### src/rtl/mc_ctrl_defs.sv
// Shared definitions for the multi-cycle control path: state codes, opcodes
// and the select/operation codes driven onto the datapath muxes and the ULA.
package mc_ctrl_defs;

  typedef enum logic [3:0] {
    S_IDLE     = 4'd0,
    S_FETCH    = 4'd1,
    S_DECODE   = 4'd2,
    S_MEMADR   = 4'd3,
    S_MEMREAD  = 4'd4,
    S_MEMWB    = 4'd5,
    S_MEMWRITE = 4'd6,
    S_EXECUTE  = 4'd7,
    S_ALUWB    = 4'd8,
    S_BRANCH   = 4'd9,
    S_ADDIEXEC = 4'd10,
    S_ADDIWB   = 4'd11,
    S_JUMP     = 4'd12
  } state_t;

  localparam logic [5:0] OP_R    = 6'b000000;
  localparam logic [5:0] OP_LW   = 6'b100011;
  localparam logic [5:0] OP_SW   = 6'b101011;
  localparam logic [5:0] OP_BEQ  = 6'b000100;
  localparam logic [5:0] OP_ADDI = 6'b001000;
  localparam logic [5:0] OP_J    = 6'b000010;

  localparam logic [1:0] ULA_ADD   = 2'b00;
  localparam logic [1:0] ULA_SUB   = 2'b01;
  localparam logic [1:0] ULA_FUNCT = 2'b10;

  localparam logic [1:0] SRCB_RT    = 2'b00;
  localparam logic [1:0] SRCB_FOUR  = 2'b01;
  localparam logic [1:0] SRCB_IMM   = 2'b10;
  localparam logic [1:0] SRCB_IMMSH = 2'b11;

  localparam logic [1:0] PCSRC_ULA    = 2'b00;
  localparam logic [1:0] PCSRC_ULAOUT = 2'b01;
  localparam logic [1:0] PCSRC_JUMP   = 2'b10;

  // States that wait on the unified memory and are therefore timed.
  function automatic logic is_mem_state(input state_t s);
    return (s == S_FETCH) || (s == S_MEMREAD) || (s == S_MEMWRITE);
  endfunction

endpackage

### src/rtl/mem_wait_timer.sv
// Counts cycles spent waiting on the memory handshake and flags when the
// wait has reached its limit; the count saturates instead of wrapping.
module mem_wait_timer #(
  parameter int MEM_TIMEOUT = 16,
  parameter int TMO_W       = 5
) (
  input  logic clk,
  input  logic rst_n,
  input  logic clear,
  input  logic enable,
  output logic expire
);

  localparam logic [TMO_W-1:0] LIMIT = TMO_W'((MEM_TIMEOUT > 0) ? MEM_TIMEOUT - 1 : 0);

  logic [TMO_W-1:0] count;

  always_ff @(posedge clk or negedge rst_n) begin
    if (!rst_n) begin
      count <= '0;
    end else if (clear) begin
      count <= '0;
    end else if (enable && (count != {TMO_W{1'b1}})) begin
      count <= count + 1'b1;
    end
  end

  // A zero limit means the memory may stall indefinitely.
  generate
    if (MEM_TIMEOUT > 0) begin : g_cmp
      assign expire = (count == LIMIT);
    end else begin : g_nocmp
      assign expire = 1'b0;
    end
  endgenerate

endmodule

### src/rtl/multi_cycle_main_decoder.sv
// Moore control FSM for the multi-cycle MIPS datapath: walks each instruction
// through fetch/decode/execute/memory/writeback on a shared ULA and memory.
module multi_cycle_main_decoder
  import mc_ctrl_defs::*;
#(
  parameter int ENABLE_ADDI = 1,
  parameter int ENABLE_J    = 1,
  parameter int MEM_TIMEOUT = 16,
  parameter int TMO_W       = 5
) (
  input  logic       clk,
  input  logic       rst_n,
  input  logic [5:0] Opcode,
  input  logic       MemReady,
  output logic       IorD,
  output logic       MemWrite,
  output logic       IRWrite,
  output logic       PCWrite,
  output logic       Branch,
  output logic [1:0] PCSrc,
  output logic       ULASrcA,
  output logic [1:0] ULASrcB,
  output logic [1:0] ULAOp,
  output logic       RegDst,
  output logic       MemtoReg,
  output logic       RegWrite,
  output logic       instr_done,
  output logic       illegal_op,
  output logic       mem_err,
  output logic [3:0] state_o
);

  state_t     state;
  state_t     next_state;
  logic [5:0] op_q;
  logic       expire;
  logic       waiting;
  logic       timeout;

  always_ff @(posedge clk or negedge rst_n) begin
    if (!rst_n) begin
      state <= S_IDLE;
      op_q  <= '0;
    end else begin
      state <= next_state;
      if (state == S_DECODE) begin
        op_q <= Opcode;
      end
    end
  end

  // The timer restarts from zero whenever a memory state is (re)entered.
  assign timeout = is_mem_state(state) && !MemReady && expire;
  assign waiting = is_mem_state(state) && !MemReady && !expire;

  mem_wait_timer #(
    .MEM_TIMEOUT(MEM_TIMEOUT),
    .TMO_W      (TMO_W)
  ) u_timer (
    .clk   (clk),
    .rst_n (rst_n),
    .clear (!waiting),
    .enable(waiting),
    .expire(expire)
  );

  assign mem_err = timeout;
  assign state_o = state;

  always_comb begin
    next_state = S_IDLE;
    IorD       = 1'b0;
    MemWrite   = 1'b0;
    IRWrite    = 1'b0;
    PCWrite    = 1'b0;
    Branch     = 1'b0;
    PCSrc      = PCSRC_ULA;
    ULASrcA    = 1'b0;
    ULASrcB    = SRCB_RT;
    ULAOp      = ULA_ADD;
    RegDst     = 1'b0;
    MemtoReg   = 1'b0;
    RegWrite   = 1'b0;
    instr_done = 1'b0;
    illegal_op = 1'b0;

    case (state)
      S_IDLE: next_state = S_FETCH;

      S_FETCH: begin
        ULASrcB    = SRCB_FOUR;
        IRWrite    = MemReady;
        PCWrite    = MemReady;
        next_state = MemReady ? S_DECODE : S_FETCH;
      end

      // Branch target is computed speculatively while the opcode is decoded.
      S_DECODE: begin
        ULASrcB = SRCB_IMMSH;
        case (Opcode)
          OP_LW, OP_SW: next_state = S_MEMADR;
          OP_R:         next_state = S_EXECUTE;
          OP_BEQ:       next_state = S_BRANCH;
          OP_ADDI: begin
            if (ENABLE_ADDI != 0) begin
              next_state = S_ADDIEXEC;
            end else begin
              next_state = S_FETCH;
              illegal_op = 1'b1;
            end
          end
          OP_J: begin
            if (ENABLE_J != 0) begin
              next_state = S_JUMP;
            end else begin
              next_state = S_FETCH;
              illegal_op = 1'b1;
            end
          end
          default: begin
            next_state = S_FETCH;
            illegal_op = 1'b1;
          end
        endcase
      end

      S_MEMADR: begin
        ULASrcA    = 1'b1;
        ULASrcB    = SRCB_IMM;
        next_state = (op_q == OP_LW) ? S_MEMREAD : S_MEMWRITE;
      end

      S_MEMREAD: begin
        IorD = 1'b1;
        if (MemReady)     next_state = S_MEMWB;
        else if (timeout) next_state = S_FETCH;
        else              next_state = S_MEMREAD;
      end

      S_MEMWB: begin
        MemtoReg   = 1'b1;
        RegWrite   = 1'b1;
        instr_done = 1'b1;
        next_state = S_FETCH;
      end

      S_MEMWRITE: begin
        IorD       = 1'b1;
        MemWrite   = 1'b1;
        instr_done = MemReady;
        if (MemReady || timeout) next_state = S_FETCH;
        else                     next_state = S_MEMWRITE;
      end

      S_EXECUTE: begin
        ULASrcA    = 1'b1;
        ULASrcB    = SRCB_RT;
        ULAOp      = ULA_FUNCT;
        next_state = S_ALUWB;
      end

      S_ALUWB: begin
        RegDst     = 1'b1;
        RegWrite   = 1'b1;
        instr_done = 1'b1;
        next_state = S_FETCH;
      end

      S_BRANCH: begin
        ULASrcA    = 1'b1;
        ULASrcB    = SRCB_RT;
        ULAOp      = ULA_SUB;
        PCSrc      = PCSRC_ULAOUT;
        Branch     = 1'b1;
        instr_done = 1'b1;
        next_state = S_FETCH;
      end

      S_ADDIEXEC: begin
        ULASrcA    = 1'b1;
        ULASrcB    = SRCB_IMM;
        next_state = S_ADDIWB;
      end

      S_ADDIWB: begin
        RegWrite   = 1'b1;
        instr_done = 1'b1;
        next_state = S_FETCH;
      end

      S_JUMP: begin
        PCSrc      = PCSRC_JUMP;
        PCWrite    = 1'b1;
        instr_done = 1'b1;
        next_state = S_FETCH;
      end

      default: next_state = S_IDLE;
    endcase
  end

endmodule

### config.mk
export PLATFORM = sky130hd
export DESIGN_NAME = multi_cycle_main_decoder
export DESIGN_NICKNAME = d
export VERILOG_FILES = /design/src/rtl/mc_ctrl_defs.sv /design/src/rtl/mem_wait_timer.sv /design/src/rtl/multi_cycle_main_decoder.sv
export SDC_FILE = /design/constraint.sdc
export NUM_CORES = 1
export LEC_CHECK = 0
export BUFFER_PORTS_ARGS = -buffer_cell sky130_fd_sc_hd__buf_2
export CORE_ASPECT_RATIO = 1.5
export CORE_MARGIN = 2
export CORE_UTILIZATION = 51
export DETAILED_ROUTE_END_ITERATION = 12
export PLACE_DENSITY = 0.79
export REMOVE_ABC_BUFFERS = 1
export SLEW_MARGIN = 20
export SYNTH_ARGS = -nofsm -noshare
export SYNTH_HDL_FRONTEND = slang
export SYNTH_SLANG_ARGS = --single-unit
### constraint.sdc
create_clock -name clk -period 2 [get_ports clk]
set_input_delay 0.1 -clock clk [delete_from_list [all_inputs] [get_ports clk]]
set_output_delay 0.1 -clock clk [all_outputs]
set_load 0.01 [all_outputs]
# Word level (Yosys, flattened, before mapping)

Cells that the tools add are included.

Word-level logic and storage cells: 68
Bits in writable memories: 0
Latch bits: 0
Memories kept: 0
Register bits after elaboration: 15
Output and inout bits: 22
Input port bits: 9
Memory bits (read-only): 0

$lt $le $gt $ge: 0
Reduce and logical (&&, ||, !) cells: 19
Bitwise gates (word level): 0
$add $sub $neg: 1
Mux-type cells: 24
Shift operators: 0
Equal/unequal tests: 21
Divide/modulo/power cells: 0
Multiply operators: 0

Operator list:

| cell                                                                  | count |
|---|---|
| 4-bit case mux with 8 select lines                                    | 1 |
| 4-bit equality test, second input constant                            | 5 |
| 4-bit case mux with 5 select lines                                    | 1 |
| 6-bit equality test, second input constant                            | 3 |
| 4-bit by 3-bit equality test with 1-bit output, second input constant | 4 |
| 6-bit OR reduction                                                    | 2 |
| 1-bit two-way mux                                                     | 10 |
| 5-bit two-way mux                                                     | 2 |
| 3-bit two-way mux                                                     | 3 |
| 4-bit by 2-bit equality test with 1-bit output, second input constant | 2 |
| 2-bit case mux with 2 select lines                                    | 2 |
| 6-bit by 2-bit equality test with 1-bit output, second input constant | 1 |
| 6-bit by 3-bit equality test with 1-bit output, second input constant | 1 |
| 6-bit by 4-bit equality test with 1-bit output, second input constant | 1 |
| 6-bit zero test                                                       | 1 |
| 2-bit case mux with 3 select lines                                    | 1 |
| 2-bit OR reduction                                                    | 3 |
| 5-bit by 1-bit adder with 5-bit output, second input constant         | 1 |
| 5-bit by 4-bit equality test with 1-bit output, second input constant | 1 |
| 5-bit != test, second input constant                                  | 1 |
| 5-bit OR reduction                                                    | 1 |
| 4-bit by 1-bit equality test with 1-bit output, second input constant | 1 |
| 1-bit logical AND                                                     | 4 |
| 4-bit zero test                                                       | 1 |
| 7 further kinds                                                       | 12 |

# Logic depth before layout (Yosys ltp)

Word-level depth: 8
Mapped depth: 7
Gate-level depth less buffers: 7

# Modules after synthesis

From an unflattened synthesis, not the netlist that was laid out.

Cells, all modules: 113
Area total of the unflattened synthesis: 1083.5 um2

Modules (own cells, without submodules):

| module                   | cells each | times used | sequential area each (um2) | area each (um2) |
|---|---|---|---|---|
| multi_cycle_main_decoder | 89         | 1          | 250.2                      | 810.8 |
| mem_wait_timer           | 24         | 1          | 125.1                      | 272.8 |

# Least setup slack after synthesis

OpenSTA, ideal clock, no wires.

Path type: register -> register
From: register u_timer.count[0]
To: register u_timer.count[3]
Clock period less this slack: 1.517 ns
Library setup time: 0.133 ns
Data required time: 1.867 ns
Buffers on the path: 0
Cell stages (with the launch flop): 7
Slack: 0.483 ns
Arrival: 1.384 ns
Path through: dfrtp_1 -> ha_1 -> and3_1 -> ha_1 -> nand4b_1 -> xor2_1 -> nor2_1

Word-level cells in the longest chain between the ends: 5
Elaborated cells on any way between the ends: 9
Classes of those cells: add/sub (1); eq/ne (3); mux (2); reduce/logical (3)

RTL lines:

| element                                                                        | line                 | text |
|---|---|---|
| start: declaration                                                             | mem_wait_timer.sv:16 | `logic [TMO_W-1:0] count;` |
| start signal: assignment                                                       | mem_wait_timer.sv:24 | `count <= count + 1'b1;` |
| branches (longest 5 deep; another with 5-bit by 1-bit adder with 5-bit output) | n/a                  |  |

Several ways; the timed one is not identified. The select of a mux whose other input is x is not followed.
A chain may end at the register's enable or synchronous reset.

# Worst setup path in the final report

From: register state[2] (netlist: state_o[2])
To: output port illegal_op

Word-level cells in the longest chain between the ends: 2

RTL lines:

| element                                        | line                           | text |
|---|---|---|
| start: declaration                             | multi_cycle_main_decoder.sv:33 | `state_t state;` |
| start signal: assignment                       | multi_cycle_main_decoder.sv:45 | `state <= next_state;` |
| 4-bit by 2-bit equality test with 1-bit output | multi_cycle_main_decoder.sv:87 | `case (state)` |
| 1-bit two-way mux                              | multi_cycle_main_decoder.sv:87 |  |
| end: declaration                               | multi_cycle_main_decoder.sv:28 | `output logic illegal_op,` |

Every way passes these cells.

==> impl_metrics.csv <==
group,metric,value,unit
timing,fmax,530,MHz
synthesis,yosys_warnings,0,
die,die_y,60.1,um
synthesis,synth_area_leaders,"dfrtp_1 (35%), nor2_1 (7.4%), mux2_2 (6.3%), ha_1 (3.5%), o21ai_0 (3.3%)",
clock_network,cts_sinks,15,
pwr,peakVddDrop,0.645,mV
die,rows,20,
die,die_w,41.4,um
clock_network,clk_pin_slew,90,ps
clock_network,htree_levels,1,
cells_and_area,fin_nets,166,
timing,slew_violations,0,
routing,ant_nets,0,
pwr,power_density,1170,mW/mm^2
synthesis,synth_xor_area_frac,0.0410,
synthesis,async_reset_ff_frac,1.00,
clock_network,ctsResizeCount,0,
critical_path,required,1900,ps
clock_network,clockBufferDepth,2,
timing,finalSetupViolations,0,
synthesis,synth_top_family_by_area,"simple AND/OR/NAND/NOR gates",
timing,hold_viol,0,
critical_path,path_buf_inv,1,
routing,drt_iter0_drc,17,
die,fp.dieArea,0.00248,mm^2
critical_path,cp-end-kind,"primary output",
routing,finalWirelength,2.27,mm
synthesis,synthCells,122,
clock_network,root_buffer,"clkbuf_4",
timing,rsz0062_at_grt,"false",
synthesis,syn-cell-area,0.00107,mm^2
cells_and_area,diodes,0,
placed_design,gp_congestion,0.759,
timing,fin_tns_setup,0,ps
synthesis,muxShareOfSynthArea,0.0726,
synthesis,ys_seq_area_frac,0.351,
cells_and_area,syn_to_final_growth,17.0,%
grt,grt_use_total,0.210,
synthesis,synth.top_cell.area_share,0.351,
grt,grt_pass1_wl,3.51,mm
critical_path,path_cells,"nor3_4 -> o21ai_0 -> nor2_1 -> buf_2",
routing,avgRoutedWirePerCell,13.0,um
min_path,hold_class,"in -> reg",
synthesis,yosysTopAreaCell,"dfrtp_1",
synthesis,synth_compound_area_frac,0.148,
grt,grt_max_degree,17,
timing,fin_skew,4.01,ps
placed_design,dp_hpwl,1.78,mm
critical_path,max_stage_delay,570,ps
grt,grt_antenna_before_repair,0,
synthesis,yosys.area_share.simple,0.280,
timing,relSlewSlack,0.663,
synthesis,ys_ff_latch,15,
timing,finalCriticalPeriod,1890,ps
die,io_pins,31,
routing,drc,0,
routing,drt_first_pass_iters,6,
synthesis,synth_adder_area_share,0.0351,
die,core,0.00200,mm^2
job,maxCapViolations,0,
clock_network,cts_inserted_buffers,3,
status,status,"complete, no violations",
placed_design,placed_cell_area,0.00121,mm^2
critical_path,cp_slowest_cell,"dfrtp_1",
placed_design,portBuffers,30,
critical_path,worstSetupPathType,"reg -> out",
critical_path,cp_top_family,"flip-flops",
routing,num_vias,985,
clock_network,cts_tree,"done",
critical_path,cp_data_arrival_time,1790,ps
cells_and_area,layout-drive-gt1-share,0.301,
die,initial_core_util,0.534,
clock_network,postCtsSetupRepairBufs,0,
synthesis,synth-main-ff-cell,"dfrtp_1",
pwr,p_leak,0.621,nW
timing,period_share,0.944,
cells_and_area,finalInstanceArea,0.00125,mm^2
synthesis,syn_avg_cell_area,8.76,um^2
grt,grt_overflow,0,
critical_path,startpoint_type,"flip-flop",
clock_network,clk_latency,290,ps
synthesis,yosysUniqueCellTypes,40,
critical_path,critical_path.max_fanout,16,
synthesis,synth-edff-count,0,
routing,viasPerCell,5.63,
grt,grt_pass1_vias,818,
timing,tightest_slew,505,ps
==> worst paths after layout <==
check / start / end / slack, ps / cells after the start
min: Opcode[4] / op_q[4] / 100 / 2
min reg2reg: op_q[0] / op_q[0] / 510 / 1
min in group asynchronous: rst_n / op_q[3] / 220 / 2
max in group asynchronous: rst_n / op_q[1] / 1540 / 2
max reg2reg: u_timer.count[0] / u_timer.count[2] / 280 / 6
max: state_o[2] / illegal_op / 110 / 4
==> routing by layer <==
layer | routed length, um | global-route usage
met1 | 919 | 0.249
met2 | 1180 | 0.357
met3 | 127 | 0.0112
met4 | 49 | 0.111
met5 | 0 | 0
==> sequential cells by signal, indices dropped and copies added (netlist names) <==
name,count
u_timer.count,5
op_q,6
state_o,4
==> per-stage QoR <==
stage	power (mW)	hold WS (ps)	instances	worst slack [ps]	utilization
final	1.47	95.1	175	112	0.624
after global routing	1.59	94.6	175	0.431	0.624
after CTS	1.48	89.3	175	94.9	0.624
after detailed placement	1.30	15.2	170	305	0.604
after global placement	1.27	9.59	170	392	0.604
after floorplan	1.02	-196	115	483	-
==> kinds of logic (layout without fill, tap and decap cells) <==
family | count (synthesis) | count (layout)
buffers and inverters | 12 | 43
xor gates and xnor gates | 5 | 5
muxes | 7 | 7
DFF | 15 | 15
and+or+nand+nor | 55 | 55
AOI/OAI and AO/OA | 25 | 25
adders and majority gates | 3 | 3
==> power breakdown <==
group          total, mW  internal (mW)  switching (mW)  leakage [nW]
registers          0.497          0.409          0.0884         0.191
clock network      0.180         0.0763           0.103        0.0139
logic              0.790          0.347           0.443         0.416
total               1.47          0.832           0.634         0.621
==> synthesized netlist by cell type, drive strengths merged (2+ instances only) <==
cell type  instances
mux2               6
xnor2              2
dfrtp             15
nor2              21
o211ai             2
xor2               3
o22ai              2
nand4b             2
inv                5
nand2b             6
nor2b              2
a21oi              6
o21ai              7
nor3               5
nand2              8
nand3              3
buf                7
and3               2
ha                 3
==> final cells by class <==
class	instances	area, um^2
Fill cell	178	752
Multi-Input combinational cell	95	616
Tap cell	22	27.5
Inverter	5	18.8
Clock inverter	1	7.51
Sequential cell	15	375
Timing Repair Buffer	34	183
Clock buffer	3	22.5
==> layout by cell type, fill, tap and decap left out, types with 2 or more instances in the layout <==
cell / instances
inv_1: 5
o211ai_1: 2
o22ai_1: 2
and3_1: 2
nor3_1: 4
buf_4: 3
dfrtp_1: 15
clkbuf_4: 3
mux2_2: 6
xor2_1: 3
nand2b_1: 5
nor2_1: 21
nor2b_1: 2
nand3_1: 3
ha_1: 3
xnor2_1: 2
nand4b_1: 2
o21ai_0: 7
a21oi_1: 6
nand2_1: 7
buf_2: 30
==> what timing repair did <==
action	4_1_cts	5_1_grt
endpoints found under the hold margin	15	0
setup endpoints to repair	0	0
hold buffers	1	0
Note: power is estimated with default switching activity, not from simulation.
